<file path="src/rtl/wallace_mac_pkg.sv">
// rtl/wallace_mac_pkg.sv - CSA tree sizing helpers and beat sideband type for wallace_mac_pipe
package wallace_mac_pkg;

  function automatic int csa_rows(input int n);
    return n - n / 3;
  endfunction

  function automatic int csa_levels(input int n);
    int r;
    int l;
    r = n;
    l = 0;
    while (r > 2) begin
      r = csa_rows(r);
      l++;
    end
    return l;
  endfunction

  function automatic int rows_after(input int n, input int levels);
    int r;
    r = n;
    for (int i = 0; i < levels; i++) r = csa_rows(r);
    return r;
  endfunction

  // Stage 1 takes the larger half of the levels; the rest run in stage 2.
  function automatic int stage1_levels(input int n);
    return (csa_levels(n) + 1) / 2;
  endfunction

  // Default-width tree shape: WIDTH partial products plus the two's-complement correction row.
  localparam int DEF_WIDTH = 32;
  localparam int L1        = stage1_levels(DEF_WIDTH + 1);
  localparam int R1        = rows_after(DEF_WIDTH + 1, L1);

  typedef struct packed {
    logic is_signed;
    logic acc_en;
    logic acc_clear;
  } sideband_t;

endpackage

</file>
<file path="src/rtl/csa_row.sv">
// rtl/csa_row.sv - bitwise 3:2 carry-save compressor, carry pre-shifted into its weight
module csa_row #(
  parameter int W = 8
) (
  input  logic [W-1:0] x,
  input  logic [W-1:0] y,
  input  logic [W-1:0] z,
  output logic [W-1:0] sum,
  output logic [W-1:0] carry
);

  logic [W-1:0] maj;

  assign sum   = x ^ y ^ z;
  assign maj   = (x & y) | (x & z) | (y & z);
  assign carry = maj << 1;

endmodule

</file>
<file path="src/rtl/wallace_mac_pipe.sv">
// rtl/wallace_mac_pipe.sv - 3-stage stallable Wallace-tree multiply-accumulate with sticky overflow
module wallace_mac_pipe #(
  parameter int WIDTH     = 32,
  parameter int ACC_WIDTH = 72
) (
  input  logic                 clk,
  input  logic                 rst_n,
  input  logic                 in_valid,
  output logic                 in_ready,
  input  logic [WIDTH-1:0]     a,
  input  logic [WIDTH-1:0]     b,
  input  logic                 is_signed,
  input  logic                 acc_en,
  input  logic                 acc_clear,
  output logic                 out_valid,
  input  logic                 out_ready,
  output logic [2*WIDTH-1:0]   prod,
  output logic [ACC_WIDTH-1:0] acc,
  output logic                 acc_ovf
);
  import wallace_mac_pkg::*;

  localparam int PW    = 2 * WIDTH;
  localparam int NROWS = WIDTH + 1;
  localparam int LT    = csa_levels(NROWS);
  localparam int L1_W  = stage1_levels(NROWS);
  localparam int R1_W  = rows_after(NROWS, L1_W);

  if (ACC_WIDTH < 2 * WIDTH || WIDTH < 4 || WIDTH > 64) begin : g_bad_params
    $error("wallace_mac_pipe: need 4 <= WIDTH <= 64 and ACC_WIDTH >= 2*WIDTH");
  end

  logic            en;
  logic [PW-1:0]   a_ext;
  logic [PW-1:0]   pp      [NROWS];
  logic [PW-1:0]   lvl_in  [LT+1][NROWS];
  logic [PW-1:0]   lvl_out [LT][NROWS];
  logic [PW-1:0]   s1_rows [R1_W];
  logic            s1_valid, s2_valid;
  sideband_t       s1_sb, s2_sb;
  logic [PW-1:0]   s2_r0, s2_r1;

  assign en       = !(out_valid && !out_ready);
  assign in_ready = en;

  // Signed mode negates the b-MSB row as ~row plus a separate +1 correction row.
  assign a_ext = is_signed ? PW'($signed(a)) : PW'(a);
  always_comb begin
    for (int i = 0; i < WIDTH; i++) pp[i] = b[i] ? (a_ext << i) : '0;
    pp[WIDTH] = '0;
    if (is_signed && b[WIDTH-1]) begin
      pp[WIDTH-1] = ~(a_ext << (WIDTH - 1));
      pp[WIDTH]   = PW'(1);
    end
  end

  assign lvl_in[0] = pp;

  for (genvar l = 0; l < LT; l++) begin : g_lvl
    localparam int CIN  = rows_after(NROWS, l);
    localparam int NG   = CIN / 3;
    localparam int COUT = csa_rows(CIN);
    for (genvar g = 0; g < NG; g++) begin : g_csa
      csa_row #(.W(PW)) u_csa (
        .x    (lvl_in[l][3*g]),
        .y    (lvl_in[l][3*g+1]),
        .z    (lvl_in[l][3*g+2]),
        .sum  (lvl_out[l][2*g]),
        .carry(lvl_out[l][2*g+1])
      );
    end
    for (genvar r = 2 * NG; r < COUT; r++) begin : g_pass
      assign lvl_out[l][r] = lvl_in[l][r+NG];
    end
    for (genvar r = COUT; r < NROWS; r++) begin : g_zero
      assign lvl_out[l][r] = '0;
    end
    // The stage-1 register sits between level L1_W-1 and level L1_W.
    if (l + 1 == L1_W) begin : g_cut
      for (genvar r = 0; r < NROWS; r++) begin : g_row
        if (r < R1_W) begin : g_reg
          assign lvl_in[l+1][r] = s1_rows[r];
        end else begin : g_nil
          assign lvl_in[l+1][r] = '0;
        end
      end
    end else begin : g_thru
      assign lvl_in[l+1] = lvl_out[l];
    end
  end

  always_ff @(posedge clk or negedge rst_n) begin
    if (!rst_n) begin
      s1_valid <= 1'b0;
      s1_sb    <= '0;
      for (int r = 0; r < R1_W; r++) s1_rows[r] <= '0;
      s2_valid <= 1'b0;
      s2_sb    <= '0;
      s2_r0    <= '0;
      s2_r1    <= '0;
    end else if (en) begin
      s1_valid <= in_valid;
      s1_sb    <= {is_signed, acc_en, acc_clear};
      for (int r = 0; r < R1_W; r++) s1_rows[r] <= lvl_out[L1_W-1][r];
      s2_valid <= s1_valid;
      s2_sb    <= s1_sb;
      s2_r0    <= lvl_in[LT][0];
      s2_r1    <= lvl_in[LT][1];
    end
  end

  logic [PW-1:0]        prod_n;
  logic [ACC_WIDTH-1:0] ext, base, acc_n;
  logic [ACC_WIDTH:0]   sum_x;
  logic                 ovf_beat, ovf_n;

  always_comb begin
    prod_n   = s2_r0 + s2_r1;
    ext      = s2_sb.is_signed ? ACC_WIDTH'($signed(prod_n)) : ACC_WIDTH'(prod_n);
    base     = s2_sb.acc_clear ? '0 : acc;
    sum_x    = {1'b0, base} + {1'b0, ext};
    acc_n    = s2_sb.acc_en ? sum_x[ACC_WIDTH-1:0] : base;
    ovf_beat = 1'b0;
    if (s2_sb.acc_en) begin
      if (s2_sb.is_signed)
        ovf_beat = (base[ACC_WIDTH-1] == ext[ACC_WIDTH-1]) &&
                   (sum_x[ACC_WIDTH-1] != base[ACC_WIDTH-1]);
      else
        ovf_beat = sum_x[ACC_WIDTH];
    end
    ovf_n = (s2_sb.acc_clear ? 1'b0 : acc_ovf) | ovf_beat;
  end

  always_ff @(posedge clk or negedge rst_n) begin
    if (!rst_n) begin
      out_valid <= 1'b0;
      prod      <= '0;
      acc       <= '0;
      acc_ovf   <= 1'b0;
    end else if (en) begin
      out_valid <= s2_valid;
      if (s2_valid) begin
        prod    <= prod_n;
        acc     <= acc_n;
        acc_ovf <= ovf_n;
      end
    end
  end

endmodule

</file>
<file path="config.mk">
export PLATFORM = sky130hd
export DESIGN_NAME = wallace_mac_pipe
export DESIGN_NICKNAME = d
export VERILOG_FILES = /design/src/rtl/wallace_mac_pkg.sv /design/src/rtl/csa_row.sv /design/src/rtl/wallace_mac_pipe.sv
export SDC_FILE = /design/constraint.sdc
export NUM_CORES = 2
export LEC_CHECK = 0
export BUFFER_PORTS_ARGS = -buffer_cell sky130_fd_sc_hd__buf_4
export CORE_MARGIN = 2
export CORE_UTILIZATION = 45
export DETAILED_ROUTE_END_ITERATION = 8
export SYNTH_ARGS = -nofsm -noshare
export SYNTH_HDL_FRONTEND = slang
export SYNTH_SLANG_ARGS = --single-unit
</file>
<file path="constraint.sdc">
create_clock -name clk -period 14.9 [get_ports clk]
set_input_delay 1.49 -clock clk [delete_from_list [all_inputs] [get_ports clk]]
set_output_delay 1.49 -clock clk [all_outputs]
set_load 0.05 [all_outputs]
</file>
* Yosys cells after proc, flatten, opt, wreduce, memory -nomap -nowiden
Cells that the tools add are included.
** Storage, ports and cells
- Register bits after elaboration :: 717
- Latch bits :: 0
- RAM bits :: 0
- Memory bits (read-only) :: 0
- Bits of input ports :: 71
- Output and inout port bits :: 139
- Logic and storage cells :: 291
- Memories :: 0
** Operators by class
- Add/sub/neg operators :: 2
- Multiply operators :: 0
- Div/mod/pow operators :: 0
- Magnitude comparators :: 0
- Equal/unequal tests :: 2
- Shifts and indexed selects :: 0
- Muxes and demuxes :: 40
- Bitwise logic cells :: 220
- Reduce and logical (&&, ||, !) cells :: 6
** Operator list (number)
- $and A63 B63 Y63 :: 93
- $xor A64 B64 Y64 :: 62
- $or A63 B63 Y63 :: 62
- $mux W64 :: 33
- $mux W72 :: 3
- $mux W128 :: 1
- $add A72 B72 Y73 :: 1
- $add A64 B64 Y64 :: 1
- $not A64 Y64 :: 1
- $logic_and A1 B1 Y1 :: 3
- $mux W1 :: 3
- $logic_not A1 Y1 :: 2
- $reduce_and A2 Y1 :: 1
- $eq A1 B1 Y1 :: 1
- $ne A1 B1 Y1 :: 1
- $not A1 Y1 :: 1
- $or A1 B1 Y1 :: 1

* Depth between registers and ports, before layout
- Depth after elaboration :: 14
- Depth in mapped cells :: 24
- Depth with buffers taken out :: 23

* Hierarchy
Synthesis repeated with hierarchy kept, for this count alone.
** Second synthesis, totals
- Cells, all modules :: 7574
- Area, all modules :: 83277.4 um^2
** By module, submodules not included
- wallace_mac_pipe :: instances 1, cells an instance 5528, area an instance 43093.8 um^2, seq. area each 18067.3 um^2
- csa_row :: instances 31, cells an instance 66, area an instance 1296.2 um^2, seq. area each 0.0 um^2

* Worst setup path after synthesis
Ideal clock, no wire load.
- Kind :: flip-flop to flip-flop
- From :: register s2_r0[5]
- To :: register acc_ovf
- Data arrival time :: 4.828 ns
- Setup slack :: 9.986 ns
- Cell stages (with the launch flop) :: 23
- Path buffers :: 1
- Clock period less this slack :: 4.914 ns
- Path through :: dfrtp_1 ha_1 a31oi_2 a221oi_2 o31ai_2 a21oi_1 a211oi_2 o31a_1 o21ai_1 a21oi_1 xnor2_1 ha_1 clkbuf_1 a211oi_1 o211ai_1 a21o_1 a31o_2 a21o_1 and3_1 a221oi_2 o31ai_2 and4_1 nor3_1
** Between the ends
- Cells in the longest elaborated chain, start to end :: 8
- Elaborated cells between the ends (all ways) :: 9
- Classes of those cells :: add/sub (2); eq/ne (2); mux (3); bitwise (1); reduce/logical (1)
** Ends and longest elaborated chain
- from (decl) :: line wallace_mac_pipe.sv:41 : logic [PW-1:0] s2_r0, s2_r1;
- from (signal assigned) :: line wallace_mac_pipe.sv:107 : s2_r0 <= lvl_in[LT][0];
- $add A64 B64 Y64 (*) :: line wallace_mac_pipe.sv:118 : prod_n = s2_r0 + s2_r1;
- $mux W72 (*) :: line wallace_mac_pipe.sv:119 : ext = s2_sb.is_signed ? ACC_WIDTH'($signed(prod_n)) : ACC_WIDTH'(prod_n);
- via ext[40] :: line wallace_mac_pipe.sv:113 : logic [ACC_WIDTH-1:0] ext, base, acc_n;
- $add A72 B72 Y73 (*) :: line wallace_mac_pipe.sv:121 : sum_x = {1'b0, base} + {1'b0, ext};
- $ne A1 B1 Y1 :: line wallace_mac_pipe.sv:127 : (sum_x[ACC_WIDTH-1] != base[ACC_WIDTH-1]);
- $logic_and A1 B1 Y1 :: line wallace_mac_pipe.sv:126 : ovf_beat = (base[ACC_WIDTH-1] == ext[ACC_WIDTH-1]) &&
- $mux W1 (*) :: line wallace_mac_pipe.sv:125 : if (s2_sb.is_signed)
- $mux W1 (*) :: line wallace_mac_pipe.sv:124 : if (s2_sb.acc_en) begin
- $or A1 B1 Y1 (*) :: line wallace_mac_pipe.sv:131 : ovf_n = (s2_sb.acc_clear ? 1'b0 : acc_ovf) | ovf_beat;
- to (signal assigned) :: line wallace_mac_pipe.sv:145 : acc_ovf <= ovf_n;
- to (decl) :: line wallace_mac_pipe.sv:19 : output logic acc_ovf
Mark *: on every way through the listed nets, which the timed path passes. The rest lies on a longest branch.
A chain may end at the register's enable or synchronous reset.

* Worst setup path after layout
Same ends and word-level chain as after synthesis.

==> results.yml <==
place:
  dp_hpwl_um: 139000
  portBuffers: 209
  gp_congestion: 0.895
critical_path:
  path_class: "flip-flop to flip-flop"
  start_kind: "flip-flop"
  crit_required_ps: 15480
  worst_setup_path_end_kind: "flip-flop"
  arrival_ps: 6830
  crit_path_max_fanout: 6
route:
  drt_iter0_markers: 2972
  ant_nets: 0
  routedWlPerCell_um: 19.7
  avgViaCountPerCell: 5.12
  wirelength_um: 183000
  vias: 47500
  drc: 0
  dr.pass1.iters: 6
power:
  p_leak_nw: 36.7
  p_per_area_mw_per_mm2: 247
  peakVddDrop_mv: 0.160
cts:
  htreeDepth: 3
  cts_hold_buffers: 0
  clk_path_buf_depth: 3
  clock_latency_ps: 660
  cts_num_sinks: 573
  cts_resized: 0
  cts_root_buf: "clkbuf_16"
  cts_tree: "done"
  post-cts-setup-buffer-count: 0
  clk_pin_slew_ps: 60
  cts_buffers: 71
yosys:
  syn_nets: 8819
  synth-edff-count: 0
  synth_cell_type_count: 87
  syn_area_mm2: 0.0656
  avgSynthCellArea_um2: 8.88
  ys_seq_elements: 573
  synth-async-reset-ratio: 1.00
  seq_area_frac_synth: 0.219
  postSynthCellCount: 7386
  yosys_warnings: 0
  synth_flop_cell: "dfrtp_1"
global_route:
  antenna_found_initial: 8
  globalRouteTotalUtil: 0.255
  grt_pass1_wl_um: 294000
  first_global_vias: 50500
  grt_overflow: 0
  grt_max_degree: 208
timing:
  final.min_clock_period_ps: 6250
  worst_slew_margin_rel: 0.184
  setup_tns_ps: 0
  worstMarginPinSlew_ps: 1220
  min_period_over_period: 0.420
  setup_viol: 0
  rsz0062_at_grt: "false"
  clock_skew_ps: 18.2
  final-max-slew-violation-count: 0
  fmaxAchievable_ghz: 0.160
  hold_viol: 0
die:
  rows: 140
  core_mm2: 0.145
  io_pins: 210
  dieArea_mm2: 0.149
  die_w_um: 386
  die_y_um: 386
  start_util: 0.452
layout:
  layout-drive-gt1-share: 0.0556
  utilization: 0.488
  syn2layout_area_growth_pct: 8.03
  final_nets: 8735
  n_antenna_cell: 0
  fillers: 14100
job:
  maxCapViolations: 0
hold_path:
  min_path_type: "flip-flop to flip-flop"
outcome:
  status: "finished, final reports clean"
## synthesized netlist by cell type (40+ instances only)
cell	number	area, um2
xor2_1	82	718
nand4_1	40	250
and3_1	44	275
dfrtp_1	573	14300
inv_1	1360	5100
nand2_1	1626	6100
a21oi_1	182	911
and2_1	911	5700
nor2_1	114	428
ha_1	265	3320
a21o_1	66	495
nor2b_1	83	519
o21ai_0	144	721
xnor2_1	78	683
fa_1	1097	22000
o21bai_1	41	308
clkbuf_1	363	1360
## final cells by class
type	count	area, um2	area share
Tap cell	1917	2400	0.0339
Clock buffer	96	2040	0.0289
Clock inverter	31	497	0.00701
Inverter	1361	5120	0.0722
Multi-Input combinational cell	5065	44700	0.631
Timing Repair Buffer	230	1770	0.0250
Sequential cell	573	14300	0.202
## through the flow
stage               hold slack, ps  cells  worst slack [ps]  area (um2)  total power [W]
floorplan                      439   7386              9990       65600           0.0114
global placement               451   9146              8720       68300           0.0154
detailed placement             456   9146              8740       68300           0.0156
CTS                            471   9273              8690       70800           0.0176
global route                   488   9273              8130       70800           0.0195
finish                         463   9273              8650       70800           0.0175
## final timing paths
kind,slack [ps],endpoint,cells past startpoint,from
hold reg to reg,460,s1_sb[2]$_DFFE_PN0N_,2,s1_sb[2]$_DFFE_PN0N_
setup reg to reg,8650,acc_ovf$_DFFE_PN0P_,20,s2_r0[5]$_DFFE_PN0N_
setup / recovery,8650,acc_ovf$_DFFE_PN0P_,20,s2_r0[5]$_DFFE_PN0N_
min in group asynchronous,800,acc_ovf$_DFFE_PN0P_,1,rst_n
hold / removal,460,s1_sb[2]$_DFFE_PN0N_,2,s1_sb[2]$_DFFE_PN0N_
max in group asynchronous,10970,lvl_in[10519]$_DFFE_PN0N_,4,rst_n
## power breakdown
group          internal (W)  switching [W]
combinational       0.00475        0.00798
sequential          0.00233       0.000529
clock               0.00117       0.000733
## layer usage
metal  vias to the layer above  GRT usage  wire (um)
li1                      21800          -          -
met5                         -          0         16
met3                       193     0.0466      12300
met2                      1219      0.380      78700
met1                     24300      0.385      88100
met4                         2     0.0562       3450
## sequential cells by signal, summed over array words and instances, names as in the netlist
name and flops:
lvl_in 303, s2_r1 60, s2_r0 64, s1_valid 1, acc 72, acc_ovf 1
s2_sb 3, out_valid 1, s1_sb 3, s2_valid 1, prod 64
## worst max-delay path: stages, from the launching register on
cell and delay (ps):
dfrtp_1 380, ha_1 370, a31oi_2 300, a221oi_2 140, o311ai_1 360, o211ai_1 340
a2111oi_0 830, nor2_1 250, a21oi_1 330, xnor2_1 210, ha_1 350, a211oi_1 450
o211ai_1 160, nand3_1 140, o41ai_1 110, a211oi_1 270, o211ai_2 170, a221oi_2 470
o31ai_2 160, and4_1 220, nor3_1 150
## kinds of logic after synthesis
family                     Yosys count  share of synthesized area
xor gates and xnor gates           160                     0.0214
DFF                                573                      0.219
and+or+nand+nor                   2922                      0.212
muxes                               20                    0.00343
buffers and inverters             1748                      0.100
AOI/OAI and AO/OA                  601                     0.0589
adders and majority gates         1362                      0.385
## layout by cell type (no fill, tap or decap), types with 41 or more instances in the layout
| cell | n |
|---|---|
| o21ai_0 | 144 |
| ha_1 | 265 |
| inv_1 | 1360 |
| and2_1 | 910 |
| a21oi_1 | 182 |
| and3_1 | 44 |
| xor2_1 | 82 |
| nand2_1 | 1624 |
| fa_1 | 1097 |
| clkbuf_16 | 74 |
| o21bai_1 | 41 |
| dfrtp_1 | 572 |
| nor2_1 | 114 |
| buf_4 | 226 |
| nor2b_1 | 82 |
| a21o_1 | 66 |
| xnor2_1 | 78 |
Note: power is estimated with default switching activity, not from simulation.
